<file path="config.mk">
export PLATFORM = sky130hd
export DESIGN_NAME = multicycle_ctrl
export DESIGN_NICKNAME = d
export VERILOG_FILES = /design/src/rtl/multicycle_ctrl.sv
export SDC_FILE = /design/constraint.sdc
export NUM_CORES = 1
export LEC_CHECK = 0
export ABC_AREA = 1
export CAP_MARGIN = 25
export CORE_UTILIZATION = 36
export CTS_CLUSTER_SIZE = 28
export DETAILED_ROUTE_END_ITERATION = 8
export HOLD_SLACK_MARGIN = 0.03
export PLACE_DENSITY = 0.77
export RECOVER_POWER = 100
export SYNTH_ARGS = -nofsm -noshare
export SYNTH_HDL_FRONTEND = slang
export SYNTH_SLANG_ARGS = --single-unit
</file>
<file path="constraint.sdc">
create_clock -name i_clk -period 1.5 [get_ports i_clk]
set_input_delay 0.3 -clock i_clk [delete_from_list [all_inputs] [get_ports i_clk]]
set_output_delay 0.3 -clock i_clk [all_outputs]
set_load 0.05 [all_outputs]
</file>
<file path="src/rtl/multicycle_ctrl.sv">
// Moore FSM controller for the RV32I multicycle datapath.
// Define MULTICYCLE_CTRL_ILLEGAL_TRAP_EN to trap on unknown opcodes and bad branch funct3.
module multicycle_ctrl #(
    parameter logic [2:0] I = 3'd0,
    parameter logic [2:0] S = 3'd1,
    parameter logic [2:0] B = 3'd2,
    parameter logic [2:0] U = 3'd3,
    parameter logic [2:0] J = 3'd4
) (
    input  logic       i_clk,
    input  logic       i_rst_n,
    input  logic [6:0] i_opcode,
    input  logic [2:0] i_funct3,
    input  logic       i_zero,
    input  logic       i_mem_ready,
    output logic [2:0] o_im_type,
    output logic       o_pc_write,
    output logic       o_ir_write,
    output logic       o_adr_src,
    output logic       o_mem_req,
    output logic       o_mem_write,
    output logic       o_reg_write,
    output logic [1:0] o_alu_src_a,
    output logic [1:0] o_alu_src_b,
    output logic [1:0] o_alu_op,
    output logic [1:0] o_result_src,
    output logic [3:0] o_state,
    output logic       o_illegal
);

    localparam logic [6:0] OP_LW     = 7'b0000011;
    localparam logic [6:0] OP_SW     = 7'b0100011;
    localparam logic [6:0] OP_R      = 7'b0110011;
    localparam logic [6:0] OP_IALU   = 7'b0010011;
    localparam logic [6:0] OP_BRANCH = 7'b1100011;
    localparam logic [6:0] OP_JAL    = 7'b1101111;
    localparam logic [6:0] OP_JALR   = 7'b1100111;
    localparam logic [6:0] OP_LUI    = 7'b0110111;
    localparam logic [6:0] OP_AUIPC  = 7'b0010111;

    typedef enum logic [3:0] {
        FETCH  = 4'd0,
        DECODE = 4'd1,
        MEMADR = 4'd2,
        MEMRD  = 4'd3,
        MEMWB  = 4'd4,
        MEMWR  = 4'd5,
        EXECR  = 4'd6,
        EXECI  = 4'd7,
        ALUWB  = 4'd8,
        BRANCH = 4'd9,
        JALR   = 4'd10,
        JLINK  = 4'd11,
        LUI    = 4'd12,
        TRAP   = 4'd15
    } state_t;

    state_t state, next_state;

`ifndef MULTICYCLE_CTRL_ILLEGAL_TRAP_EN
    logic unused_funct3;
    assign unused_funct3 = ^i_funct3[2:1];
`endif

    always_ff @(posedge i_clk or negedge i_rst_n) begin
        if (!i_rst_n) state <= FETCH;
        else          state <= next_state;
    end

    always_comb begin
        next_state   = FETCH;
        o_im_type    = 3'd0;
        o_pc_write   = 1'b0;
        o_ir_write   = 1'b0;
        o_adr_src    = 1'b0;
        o_mem_req    = 1'b0;
        o_mem_write  = 1'b0;
        o_reg_write  = 1'b0;
        o_alu_src_a  = 2'd0;
        o_alu_src_b  = 2'd0;
        o_alu_op     = 2'd0;
        o_result_src = 2'd0;
        o_illegal    = 1'b0;
        o_state      = state;

        if (state != FETCH) begin
            case (i_opcode)
                OP_LW, OP_IALU, OP_JALR: o_im_type = I;
                OP_SW:                   o_im_type = S;
                OP_BRANCH:               o_im_type = B;
                OP_LUI, OP_AUIPC:        o_im_type = U;
                OP_JAL:                  o_im_type = J;
                default:                 o_im_type = 3'd0;
            endcase
        end

        case (state)
            FETCH: begin
                o_mem_req    = 1'b1;
                o_alu_src_b  = 2'd2;
                o_result_src = 2'd2;
                o_ir_write   = i_mem_ready;
                o_pc_write   = i_mem_ready;
                next_state   = i_mem_ready ? DECODE : FETCH;
            end
            DECODE: begin
                o_alu_src_a = 2'd1;
                o_alu_src_b = 2'd1;
                case (i_opcode)
                    OP_LW, OP_SW: next_state = MEMADR;
                    OP_R:         next_state = EXECR;
                    OP_IALU:      next_state = EXECI;
`ifdef MULTICYCLE_CTRL_ILLEGAL_TRAP_EN
                    OP_BRANCH:    next_state = (i_funct3[2:1] == 2'b00) ? BRANCH : TRAP;
`else
                    OP_BRANCH:    next_state = BRANCH;
`endif
                    OP_JAL:       next_state = JLINK;
                    OP_JALR:      next_state = JALR;
                    OP_LUI:       next_state = LUI;
                    OP_AUIPC:     next_state = ALUWB;
`ifdef MULTICYCLE_CTRL_ILLEGAL_TRAP_EN
                    default:      next_state = TRAP;
`else
                    default:      next_state = FETCH;
`endif
                endcase
            end
            MEMADR: begin
                o_alu_src_a = 2'd2;
                o_alu_src_b = 2'd1;
                next_state  = (i_opcode == OP_SW) ? MEMWR : MEMRD;
            end
            MEMRD: begin
                o_adr_src  = 1'b1;
                o_mem_req  = 1'b1;
                next_state = i_mem_ready ? MEMWB : MEMRD;
            end
            MEMWB: begin
                o_result_src = 2'd1;
                o_reg_write  = 1'b1;
            end
            MEMWR: begin
                o_adr_src   = 1'b1;
                o_mem_req   = 1'b1;
                o_mem_write = 1'b1;
                next_state  = i_mem_ready ? FETCH : MEMWR;
            end
            EXECR: begin
                o_alu_src_a = 2'd2;
                o_alu_op    = 2'd2;
                next_state  = ALUWB;
            end
            EXECI: begin
                o_alu_src_a = 2'd2;
                o_alu_src_b = 2'd1;
                o_alu_op    = 2'd2;
                next_state  = ALUWB;
            end
            ALUWB: begin
                o_reg_write = 1'b1;
            end
            BRANCH: begin
                // bit 0 of funct3 inverts the sense, so beq and bne share one rule
                o_alu_src_a = 2'd2;
                o_alu_op    = 2'd1;
                o_pc_write  = i_funct3[0] ^ i_zero;
            end
            JALR: begin
                o_alu_src_a = 2'd2;
                o_alu_src_b = 2'd1;
                next_state  = JLINK;
            end
            JLINK: begin
                o_alu_src_a = 2'd1;
                o_alu_src_b = 2'd2;
                o_pc_write  = 1'b1;
                next_state  = ALUWB;
            end
            LUI: begin
                o_alu_src_a = 2'd3;
                o_alu_src_b = 2'd1;
                next_state  = ALUWB;
            end
`ifdef MULTICYCLE_CTRL_ILLEGAL_TRAP_EN
            TRAP: begin
                o_illegal  = 1'b1;
                next_state = TRAP;
            end
`endif
            default: next_state = FETCH;
        endcase

        // Reset kills everything immediately, including an in-flight memory request
        if (!i_rst_n) begin
            o_im_type    = 3'd0;
            o_pc_write   = 1'b0;
            o_ir_write   = 1'b0;
            o_adr_src    = 1'b0;
            o_mem_req    = 1'b0;
            o_mem_write  = 1'b0;
            o_reg_write  = 1'b0;
            o_alu_src_a  = 2'd0;
            o_alu_src_b  = 2'd0;
            o_alu_op     = 2'd0;
            o_result_src = 2'd0;
            o_illegal    = 1'b0;
            o_state      = 4'd0;
        end
    end

endmodule

</file>
==> qor.csv, run 1 <==
metric;value;unit
yosys_warnings;0;
num_rows;14;
synth_seq_cells;4;
cts-root-buf;clkbuf_4;
cts.sinks;4;
die_y;42.9;um
htreeDepth;1;
lastStage;clock tree synthesis;
cts_buffer_depth;2;
synth_area_per_cell;4.82;um2
start_util;39.1;%
yosys.cell_types.count;14;
post_cts_resized;79;
outcome;did not finish;
gp_congestion;0.889;
dp_hpwl;2.85;mm
numCtsBuffers;3;
port-buffer-count;32;
synth_seq_area_share;16.6;%
firstError;[ERROR DPL-0038] Utilization greater than 100%, impossible to legalize;
die_w;42.9;um
hold_buffers;0;
synth_fp_nets;139;
cts_setup_buffers;10;
ios;36;
syn-cell-area;603;um2
netlist_instances;125;
[cell usage after synthesis]
| cell type | count | area (um2) |
|---|---|---|
| a21oi_1 | 6 | 30.0 |
| and3_1 | 1 | 6.26 |
| buf_4 | 1 | 7.51 |
| buf_6 | 1 | 11.3 |
| clkinv_1 | 1 | 3.75 |
| conb_1 | 1 | 3.75 |
| dfrtp_1 | 4 | 100 |
| inv_1 | 18 | 67.6 |
| nand2_1 | 46 | 173 |
| nand3_1 | 11 | 55.1 |
| nor2_1 | 29 | 109 |
| nor2_2 | 2 | 12.5 |
| nor3_1 | 3 | 15.0 |
| xnor2_1 | 1 | 8.76 |
[cells by family after synthesis]
| group | synth area share (%) |
|---|---|
| buffers and inverters | 14.9 |
| other | 0.622 |
| flip-flops | 16.6 |
| XOR/XNOR | 1.45 |
| AND/OR/NAND/NOR | 61.4 |
| AO/OA/AOI/OAI | 4.98 |
[metrics by stage]
| step | hold WS [ns] | area (um2) | utilization [%] | instances | setup slack, ns |
|---|---|---|---|---|---|
| detailed placement | 0.726 | 1490 | 96.5 | 197 | -0.498 |
| global placement | 0.712 | 1490 | 96.5 | 197 | -0.316 |
| floorplan | 0.00441 | 748 | - | 125 | -0.203 |
==> run 2, diff against run 1 <==
--- a/config.mk
+++ b/config.mk
@@ -7,11 +7,10 @@
 export LEC_CHECK = 0
 export ABC_AREA = 1
 export CAP_MARGIN = 25
-export CORE_UTILIZATION = 36
-export CTS_CLUSTER_SIZE = 28
+export CORE_AREA = 2 2 63 65
 export DETAILED_ROUTE_END_ITERATION = 8
-export HOLD_SLACK_MARGIN = 0.03
-export PLACE_DENSITY = 0.77
+export DIE_AREA = 0 0 65 67
+export PLACE_DENSITY_LB_ADDON = 0.15
 export RECOVER_POWER = 100
 export SYNTH_ARGS = -nofsm -noshare
 export SYNTH_HDL_FRONTEND = slang
==> run 2 against run 1 <==
The flow now finishes, with violations (negative setup slack). Area after synthesis is the same. Synthesized cell count is the same.
==> qor.csv, run 2 <==
metric;value;unit;change
die_w;65;um;was 42.9 um
grt_use_total;12.1;%;
stdcell_area;0.00196;mm2;
finalPower;2.59;mW;
grt_pass1_wl;4.13;mm;
max_cap_violations;0;;
layout-drive-gt1-share;66.0;%;
holdWs;0.419;ns;
yosys-top-cells-area;nand2_1, nor2_1, dfrtp_1, inv_1, nand3_1;;unchanged
largestRegisters;state: 4 flops;;
cts_buffer_depth;2;;unchanged
layout_common_cells;buf_4, nand2_1, buf_12, nor2_4, nand2_2;;
setup_violations;18;;
synthTopCellsByCount;nand2_1, nor2_1, inv_1;;unchanged
clk_latency;0.22;ns;
drc_errors;0;;
n_fill_cell;326;;
drv_slew;0;;
cts-root-buf;clkbuf_8;;was clkbuf_4
vias_per_cell;4.17;;
violations;negative setup slack;;
gr-total-overflow;0;;
cp_max_fo;3;;
ys_async_sr_fraction;100;%;unchanged
arrival;1.45;ns;
start_util;16.7;%;was 39.1%
drt.antenna.violating_nets;0;;
regMostFlops;state;;
start_kind;flop;;
place_inst;234;;was 197
final_nets;219;;
synth-edff-count;0;;unchanged
cts_tree;yes;;
coreArea;0.00361;mm2;
hold_violations;0;;
setup_ws;-0.245;ns;
largest_reg_flops;4;;
htreeDepth;1;;unchanged
wl;2.68;mm;
syn-cell-area;603;um2;unchanged
powerDensity;1320;mW/mm2;
dp_hpwl;1.93;mm;was 2.85 mm
insertedDiodeCount;0;;
gp_congestion;0.754;;was 0.889
synth_fp_nets;139;;unchanged
r2r_slack;0.10;ns;
drt_iter0_markers;18;;
synthFlopType;dfrtp_1;;unchanged
path_clk_slew;0.03;ns;
layout_commonest_cell;buf_4;;
area_delta_synth_final;226;%;
instances_no_fill;251;;
min_path_type;input port to asynchronous set/reset pin;;
fmaxAchievable;573;MHz;
grt_pass1_vias;1024;;
antenna_found_initial;0;;
synth_seq_cells;4;;unchanged
rsz0062_at_grt;yes;;
num_rows;22;;was 14
netlist_instances;125;;unchanged
yosys.cell_types.count;14;;unchanged
vias;1047;;
dr.pass1.iters;4;;
place_ws;-0.347;ns;was -0.498 ns
yosysTopAreaCell;nand2_1;;unchanged
final_util;54.5;%;
synth_seq_area_share;16.6;%;unchanged
die_area;0.00436;mm2;
grt_max_degree;6;;
wire_per_inst;10.7;um;
vdd_drop_max;0.369;mV;
yosys_warnings;0;;unchanged
synth_top_area_share;28.6;%;unchanged
setup-tns-final;-3.16;ns;
crit_required;1.20;ns;
dpl-instance-area;0.00157;mm2;was 0.00149 mm2
fin_skew;0.000993;ns;
outcome;finished with violations;;was did not finish
crit_type;flop to primary output;;
period_share;116;%;
p_leak;0.902;nW;
synth_area_per_cell;4.82;um2;unchanged
ios;36;;unchanged
port-buffer-count;32;;unchanged
cts.sinks;4;;unchanged
finalCriticalPeriod;1.75;ns;
endpoint_kind;primary output;;
die_y;67;um;was 42.9 um
synth_most_common_cell;nand2_1;;unchanged
numCtsBuffers;3;;unchanged
-- run 2: layout make-up --
class | instances | area, um2 | area share, %
clock buffers | 3 | 41.3 | 2.10
flip-flops and latches | 4 | 101 | 5.16
multi-input cells | 100 | 768 | 39.1
inverters | 19 | 83.8 | 4.27
well taps | 48 | 60.1 | 3.06
repair buffers | 77 | 910 | 46.3
-- run 2: worst paths after layout --
check                             from        endpoint  cells past startpoint
max                           state[0]  o_alu_src_b[1]                      6
min                            i_rst_n        state[3]                      3
max reg2reg                   state[1]        state[0]                      9
min reg2reg                   state[3]        state[1]                      4
max in group asynchronous      i_rst_n        state[2]                      3
min in group i_clk         i_opcode[3]        state[2]                      6
-- run 2: worst max-delay path, cell delays in order (launching register included) --
cell,delay (ns)
dfrtp_1,0.40
nor2_2,0.17
buf_6,0.14
nand2_4,0.05
buf_6,0.14
a21oi_4,0.17
buf_12,0.15
-- run 2: cells by family (layout without fill, tap and decap cells) --
logic type	count (synthesis)	in the layout	synth area share, %
other	1	1	0.622
AO/OA/AOI/OAI	6	6	4.98
buffers and inverters	21	99	14.9
XOR/XNOR	1	1	1.45
AND/OR/NAND/NOR	92	92	61.4
flip-flops	4	4	16.6
-- run 2: timing repair --
| action | 4_1_cts | 5_1_grt |
|---|---|---|
| pin swaps | 14 | 9 |
| hold buffers | 0 | 0 |
| setup buffers | 8 | 7 |
| endpoints found under the setup margin | 20 | 18 |
| gates resized for setup | 73 | 15 |
-- run 2: where the power goes --
| part | switching [mW] | internal, mW | total [mW] |
|---|---|---|---|
| sequential | 0.0384 | 0.137 | 0.176 |
| combinational | 1.14 | 1.05 | 2.19 |
| clock | 0.0541 | 0.171 | 0.225 |
-- run 2: per-layer routing --
layer  up-vias  share of wire, %  GRT usage (%)
li1        532                 -              -
met2        35                60           26.7
met5         -                 0              0
met4         0               2.3           5.05
met1       472                33           11.1
met3         8               4.9          0.845
Power figures use the tool's default switching activity.
==> run 3, diff against run 2 <==
--- a/config.mk
+++ b/config.mk
@@ -12,6 +12,7 @@
 export DIE_AREA = 0 0 65 67
 export PLACE_DENSITY_LB_ADDON = 0.15
 export RECOVER_POWER = 100
+export SKIP_LAST_GASP = 1
 export SYNTH_ARGS = -nofsm -noshare
 export SYNTH_HDL_FRONTEND = slang
 export SYNTH_SLANG_ARGS = --single-unit
==> run 3 against run 2 <==
The flow still finishes with violations (negative setup slack). Wire length increased by 0.15%. Count of clock-buffer cells in the layout unchanged. Clock skew about the same. Sequential share of layout area is 0.14 points higher. Non-clock buffer count decreased by 4. Register-to-register slack better by 0.11 ns. Global-route usage shrank 0.57 points. Hold slack better by 0.11 ns. Final cell count down 1.6%. Largest power group unchanged. Via count is 2.0% lower. Power is 2.3% lower. Flip-flop and latch count is the same. Largest cell class unchanged.
==> qor.csv, run 3 (synthesis gave the netlist of run 2 again) <==
metric;value;unit;change
outcome;finished with violations;;unchanged
violations;negative setup slack;;unchanged
arrival;1.46;ns;was 1.45 ns
wl_met2;1.64;mm;was 1.60 mm
grt_pass1_wl;3.99;mm;was 4.13 mm
num_rows;22;;unchanged
power_frac_comb;84.0;%;was 84.5%
layout_common_cells;buf_4, nand2_1, buf_12, nor2_4, nand2_2;;unchanged
top_layer_used;met4;;unchanged
numCtsBuffers;3;;unchanged
cp_slowest_cell;dfrtp_1;;unchanged
cts_tree;yes;;unchanged
die_y;67;um;unchanged
start_util;16.7;%;unchanged
min_path_type;input port to asynchronous set/reset pin;;unchanged
reg2reg_depth;8;;was 9
wl;2.69;mm;was 2.68 mm
swShare;48.2;%;was 47.6%
period_share;118;%;was 116%
r2r_slack;0.21;ns;was 0.10 ns
wl_met3;108;um;was 132 um
crit_required;1.20;ns;about the same
hold_violations;0;;unchanged
n_fill_cell;331;;was 326
p_leak;0.871;nW;was 0.902 nW
grt_use_total;11.6;%;was 12.1%
vdd_drop_max;0.398;mV;was 0.369 mV
rsz0062_at_grt;yes;;unchanged
die_area;0.00436;mm2;unchanged
gp_congestion;0.754;;unchanged
finalPower;2.53;mW;was 2.59 mW
final_util;53.0;%;was 54.5%
r2r-start;state[1];;unchanged
path_clk_slew;0.03;ns;about the same
coreArea;0.00361;mm2;unchanged
grt_pass1_vias;1016;;was 1024
insertedDiodeCount;0;;unchanged
finalCriticalPeriod;1.76;ns;was 1.75 ns
drc_errors;0;;unchanged
seqPwrFrac;7.1;%;was 6.8%
start_kind;flop;;unchanged
dp_hpwl;1.93;mm;unchanged
endpoint_kind;primary output;;unchanged
crit_path_frequent_cell;buf_6;;unchanged
dr.pass1.iters;6;;was 4
regMostFlops;state;;unchanged
reg2reg_to;state[0];;unchanged
fmaxAchievable;567;MHz;was 573 MHz
grt_max_degree;6;;unchanged
die_w;65;um;unchanged
antenna_found_initial;0;;unchanged
cts.sinks;4;;unchanged
cts_buffer_depth;2;;unchanged
port-buffer-count;32;;unchanged
path_cells;nor2_2 > buf_6 > nand2_4 > buf_6 > a21oi_4 > buf_12;;unchanged
crit_type;flop to primary output;;unchanged
cp_max_fo;3;;unchanged
cts-root-buf;clkbuf_8;;unchanged
largestRegisters;state: 4 flops;;unchanged
wl_met1;917;um;was 886 um
p_switching;1.22;mW;was 1.23 mW
max_cap_violations;0;;unchanged
vias_per_cell;4.15;;was 4.17
htreeDepth;1;;unchanged
largest_reg_flops;4;;unchanged
drv_slew;0;;unchanged
gr-total-overflow;0;;unchanged
area_delta_synth_final;217;%;was 226%
final_nets;215;;was 219
wire_per_inst;10.9;um;was 10.7 um
setup_violations;18;;unchanged
vias;1026;;was 1047
fin_skew;0.00102;ns;was 0.000993 ns
clk_latency;0.22;ns;about the same
drt_iter0_markers;25;;was 18
setup-tns-final;-3.57;ns;was -3.16 ns
powerDensity;1320;mW/mm2;about the same
holdWs;0.533;ns;was 0.419 ns
setup_ws;-0.264;ns;was -0.245 ns
layout-drive-gt1-share;64.8;%;was 66.0%
drt.antenna.violating_nets;0;;unchanged
layout_commonest_cell;buf_4;;unchanged
cp_slowest_stage_delay;0.41;ns;was 0.40 ns
internal-power;1.31;mW;was 1.36 mW
pwr-share-clk;8.9;%;was 8.7%
ios;36;;unchanged
==> run 3: cell count changes in the layout (fill, tap and decap cells not counted), sizes merged <==
cell,previous run,this run
clkbuf,4,6
buf,65,59
==> run 3: metrics by stage <==
step | setup slack (ns) | instance area (um2) | cells
after floorplan | -0.203 | 748 | 125
after global placement | -0.331 | 1570 | 234
after detailed placement | -0.347 | 1570 | 234
after CTS | -0.254 | 1820 | 244
after global routing | -0.305 | 1910 | 247
final | -0.264 | 1910 | 247
==> run 3: worst max-delay path, delay by kind of cell, from the launching register on <==
| kind | cells | cell delay [ns] |
|---|---|---|
| compound gates | 1 | 0.14 |
| buf+inv | 3 | 0.44 |
| flops | 1 | 0.41 |
| simple gates | 2 | 0.24 |
==> run 3: power groups by stage <==
stage	clock, mW	combinational (mW)	sequential, mW
2_1_floorplan	0	0.829	0.168
3_3_place_gp	0	1.61	0.169
3_5_place_dp	0	1.62	0.168
4_1_cts	0.232	1.93	0.169
5_1_grt	0.232	2.22	0.183
6_report	0.225	2.12	0.179
==> run 3: repair_timing <==
item,CTS,global route
gates cloned,0,0
hold buffers,0,0
endpoints found under the setup margin,20,18
endpoints found under the hold margin,0,0
resized for setup,62,23
setup buffers,8,3
pin swaps,14,11
==> run 3: how the worst max path moves through the flow <==
| stage | startpoint | to | slack [ns] | cells after the start |
|---|---|---|---|---|
| 6_report | state[0] | o_alu_src_b[1] | -0.26 | 6 |
| 5_1_grt | state[0] | o_alu_src_b[1] | -0.30 | 6 |
| 4_1_cts | state[1] | o_im_type[2] | -0.25 | 7 |
| 3_5_place_dp | i_opcode[6] | o_im_type[0] | -0.35 | 7 |
| 3_3_place_gp | i_opcode[6] | o_im_type[0] | -0.33 | 7 |
| 2_1_floorplan | state[2] | o_im_type[2] | -0.20 | 4 |
==> run 3: area by class of cell <==
class	instances	area (um2)	area share [%]
timing repair buffer	73	872	45.6
sequential	4	101	5.30
multi-input combinational	100	753	39.4
inverter	19	83.8	4.38
clock buffer	3	41.3	2.16
tap	48	60.1	3.14
==> run 3: routing by layer <==
metal / vias up / global-route usage, %
met5: - / 0
met1: 472 / 11.0
met4: 0 / 5.05
li1: 526 / -
met2: 26 / 24.7
met3: 2 / 0.845
==> run 4, diff against run 3 <==
--- a/config.mk
+++ b/config.mk
@@ -12,6 +12,7 @@
 export DIE_AREA = 0 0 65 67
 export PLACE_DENSITY_LB_ADDON = 0.15
 export RECOVER_POWER = 100
+export SETUP_SLACK_MARGIN = 0.15
 export SKIP_LAST_GASP = 1
 export SYNTH_ARGS = -nofsm -noshare
 export SYNTH_HDL_FRONTEND = slang
==> run 4 against run 3 <==
The flow still finishes with violations (negative setup slack). Critical path depth unchanged. Flip-flop and latch count stayed put. Global-route usage is 1.1 points higher. Die area stayed put. Maximum frequency fell by 2.6%. Sequential share of layout area is 0.077 points lower.
==> qor.csv, run 4 (synthesis gave the netlist of run 2 again) <==
metric;value;unit;change
numCtsBuffers;3;;unchanged
holdWs;0.317;ns;was 0.533 ns
drc_errors;0;;unchanged
largestRegisters;state: 4 flops;;unchanged
crit_required;1.20;ns;about the same
finalPower;2.46;mW;was 2.53 mW
htreeDepth;1;;unchanged
n_fill_cell;319;;was 331
fmaxAchievable;552;MHz;was 567 MHz
coreArea;0.00361;mm2;unchanged
multiInputGateArea;787;um2;was 753 um2
use_met3;1.18;%;was 0.845%
crit_type;flop to primary output;;unchanged
clk_latency;0.22;ns;about the same
grt-busiest-layer;met2;;unchanged
rsz0062_at_grt;yes;;unchanged
regMostFlops;state;;unchanged
grtUsageMet1;13.1;%;was 11.0%
fin_skew;0.00350;ns;was 0.00102 ns
seq_area;105;um2;was 101 um2
layout_common_cells;buf_4, nand2_1, buf_12, nor2_4, nand2_2;;unchanged
grt_pass1_wl;4.38;mm;was 3.99 mm
largest_reg_flops;4;;unchanged
min_path_type;input port to asynchronous set/reset pin;;unchanged
antenna_found_initial;0;;unchanged
max_cap_violations;0;;unchanged
cts.sinks;4;;unchanged
violations;negative setup slack;;unchanged
wire_per_inst;10.3;um;was 10.9 um
start_util;16.7;%;unchanged
die_w;65;um;unchanged
arrival;1.51;ns;was 1.46 ns
endpoint_kind;primary output;;unchanged
die_area;0.00436;mm2;unchanged
grtUsageMet2;26.4;%;was 24.7%
dp_hpwl;2.02;mm;was 1.93 mm
p_leak;0.910;nW;was 0.871 nW
die_y;67;um;unchanged
final_nets;219;;was 215
period_share;121;%;was 118%
path_clk_slew;0.04;ns;was 0.03 ns
drt.antenna.violating_nets;0;;unchanged
port-buffer-count;32;;unchanged
vdd_drop_max;0.362;mV;was 0.398 mV
start_kind;flop;;unchanged
gp_congestion;0.824;;was 0.754
gr-total-overflow;0;;unchanged
layout-drive-gt1-share;67.2;%;was 64.8%
ios;36;;unchanged
grt_max_degree;10;;was 6
finalCriticalPeriod;1.81;ns;was 1.76 ns
layout_commonest_cell;buf_4;;unchanged
grt_pass1_vias;1064;;was 1016
setup_ws;-0.312;ns;was -0.264 ns
hold_buffers;0;;unchanged
insertedDiodeCount;0;;unchanged
vias_per_cell;4.08;;was 4.15
powerDensity;1220;mW/mm2;was 1320 mW/mm2
drt_iter0_markers;16;;was 25
drv_slew;0;;unchanged
area_delta_synth_final;234;%;was 217%
outcome;finished with violations;;unchanged
cp_max_fo;5;;was 3
cts-root-buf;clkbuf_8;;unchanged
setup_violations;18;;unchanged
grt_use_total;12.6;%;was 11.6%
vias;1027;;was 1026
hold_violations;0;;unchanged
cts_buffer_depth;2;;unchanged
cts_tree;yes;;unchanged
num_rows;22;;unchanged
setup-tns-final;-3.50;ns;was -3.57 ns
wl;2.61;mm;was 2.69 mm
dr.pass1.iters;6;;unchanged
==> run 4: per-layer routing <==
| metal | vias to the layer above | part of all wire [%] |
|---|---|---|
| li1 | 542 | - |
| met1 | 457 | 35 |
| met2 | 26 | 60 |
| met3 | 2 | 4.3 |
| met4 | 0 | 0.58 |
| met5 | - | 0 |
==> run 4: power breakdown <==
group	internal [mW]	switching (mW)	total, mW
clock	0.182	0.0631	0.245
combinational	0.933	1.06	2.00
sequential	0.142	0.0713	0.214
total	1.26	1.20	2.46
==> run 4: path summary, 6_finish.rpt <==
| path | from | to | slack (ns) | depth (start not counted) |
|---|---|---|---|---|
| max | state[2] | o_alu_src_a[1] | -0.31 | 6 |
| min | i_rst_n | state[0] | 0.32 | 2 |
| max reg2reg | state[3] | state[0] | 0.21 | 8 |
| min reg2reg | state[1] | state[3] | 0.80 | 3 |
| max in group asynchronous | i_rst_n | state[2] | 0.92 | 3 |
| min in group i_clk | i_opcode[5] | state[2] | 0.68 | 6 |
==> run 4: what timing repair did <==
action,CTS,global route
endpoints found under the setup margin,23,21
pin swaps,21,10
gates resized for setup,53,12
buffers inserted,8,4
==> run 4: per-stage QoR <==
| step | setup slack [ns] | util, % | instances | cell area [um2] |
|---|---|---|---|---|
| final | -0.312 | 55.8 | 252 | 2010 |
| after global routing | -0.354 | 55.8 | 252 | 2010 |
| after CTS | -0.266 | 53.6 | 248 | 1930 |
| after detailed placement | -0.358 | 46.7 | 236 | 1680 |
| after global placement | -0.328 | 46.7 | 236 | 1680 |
| after floorplan | -0.0171 | - | 125 | 863 |
==> run 4: final cells by class <==
class	count	share of cell area (%)
Clock buffer	4	2.24
Tap cell	48	2.99
Inverter	19	4.23
Sequential cell	4	5.22
Multi-Input combinational cell	100	39.1
Timing Repair Buffer	77	46.2
==> run 4: worst max-delay path: stages, from the launching register on <==
cell     delay, ns
dfrtp_2       0.43
buf_6         0.14
nand2_4       0.07
nor2_1        0.25
nor2_4        0.08
a21oi_4       0.18
buf_12        0.15
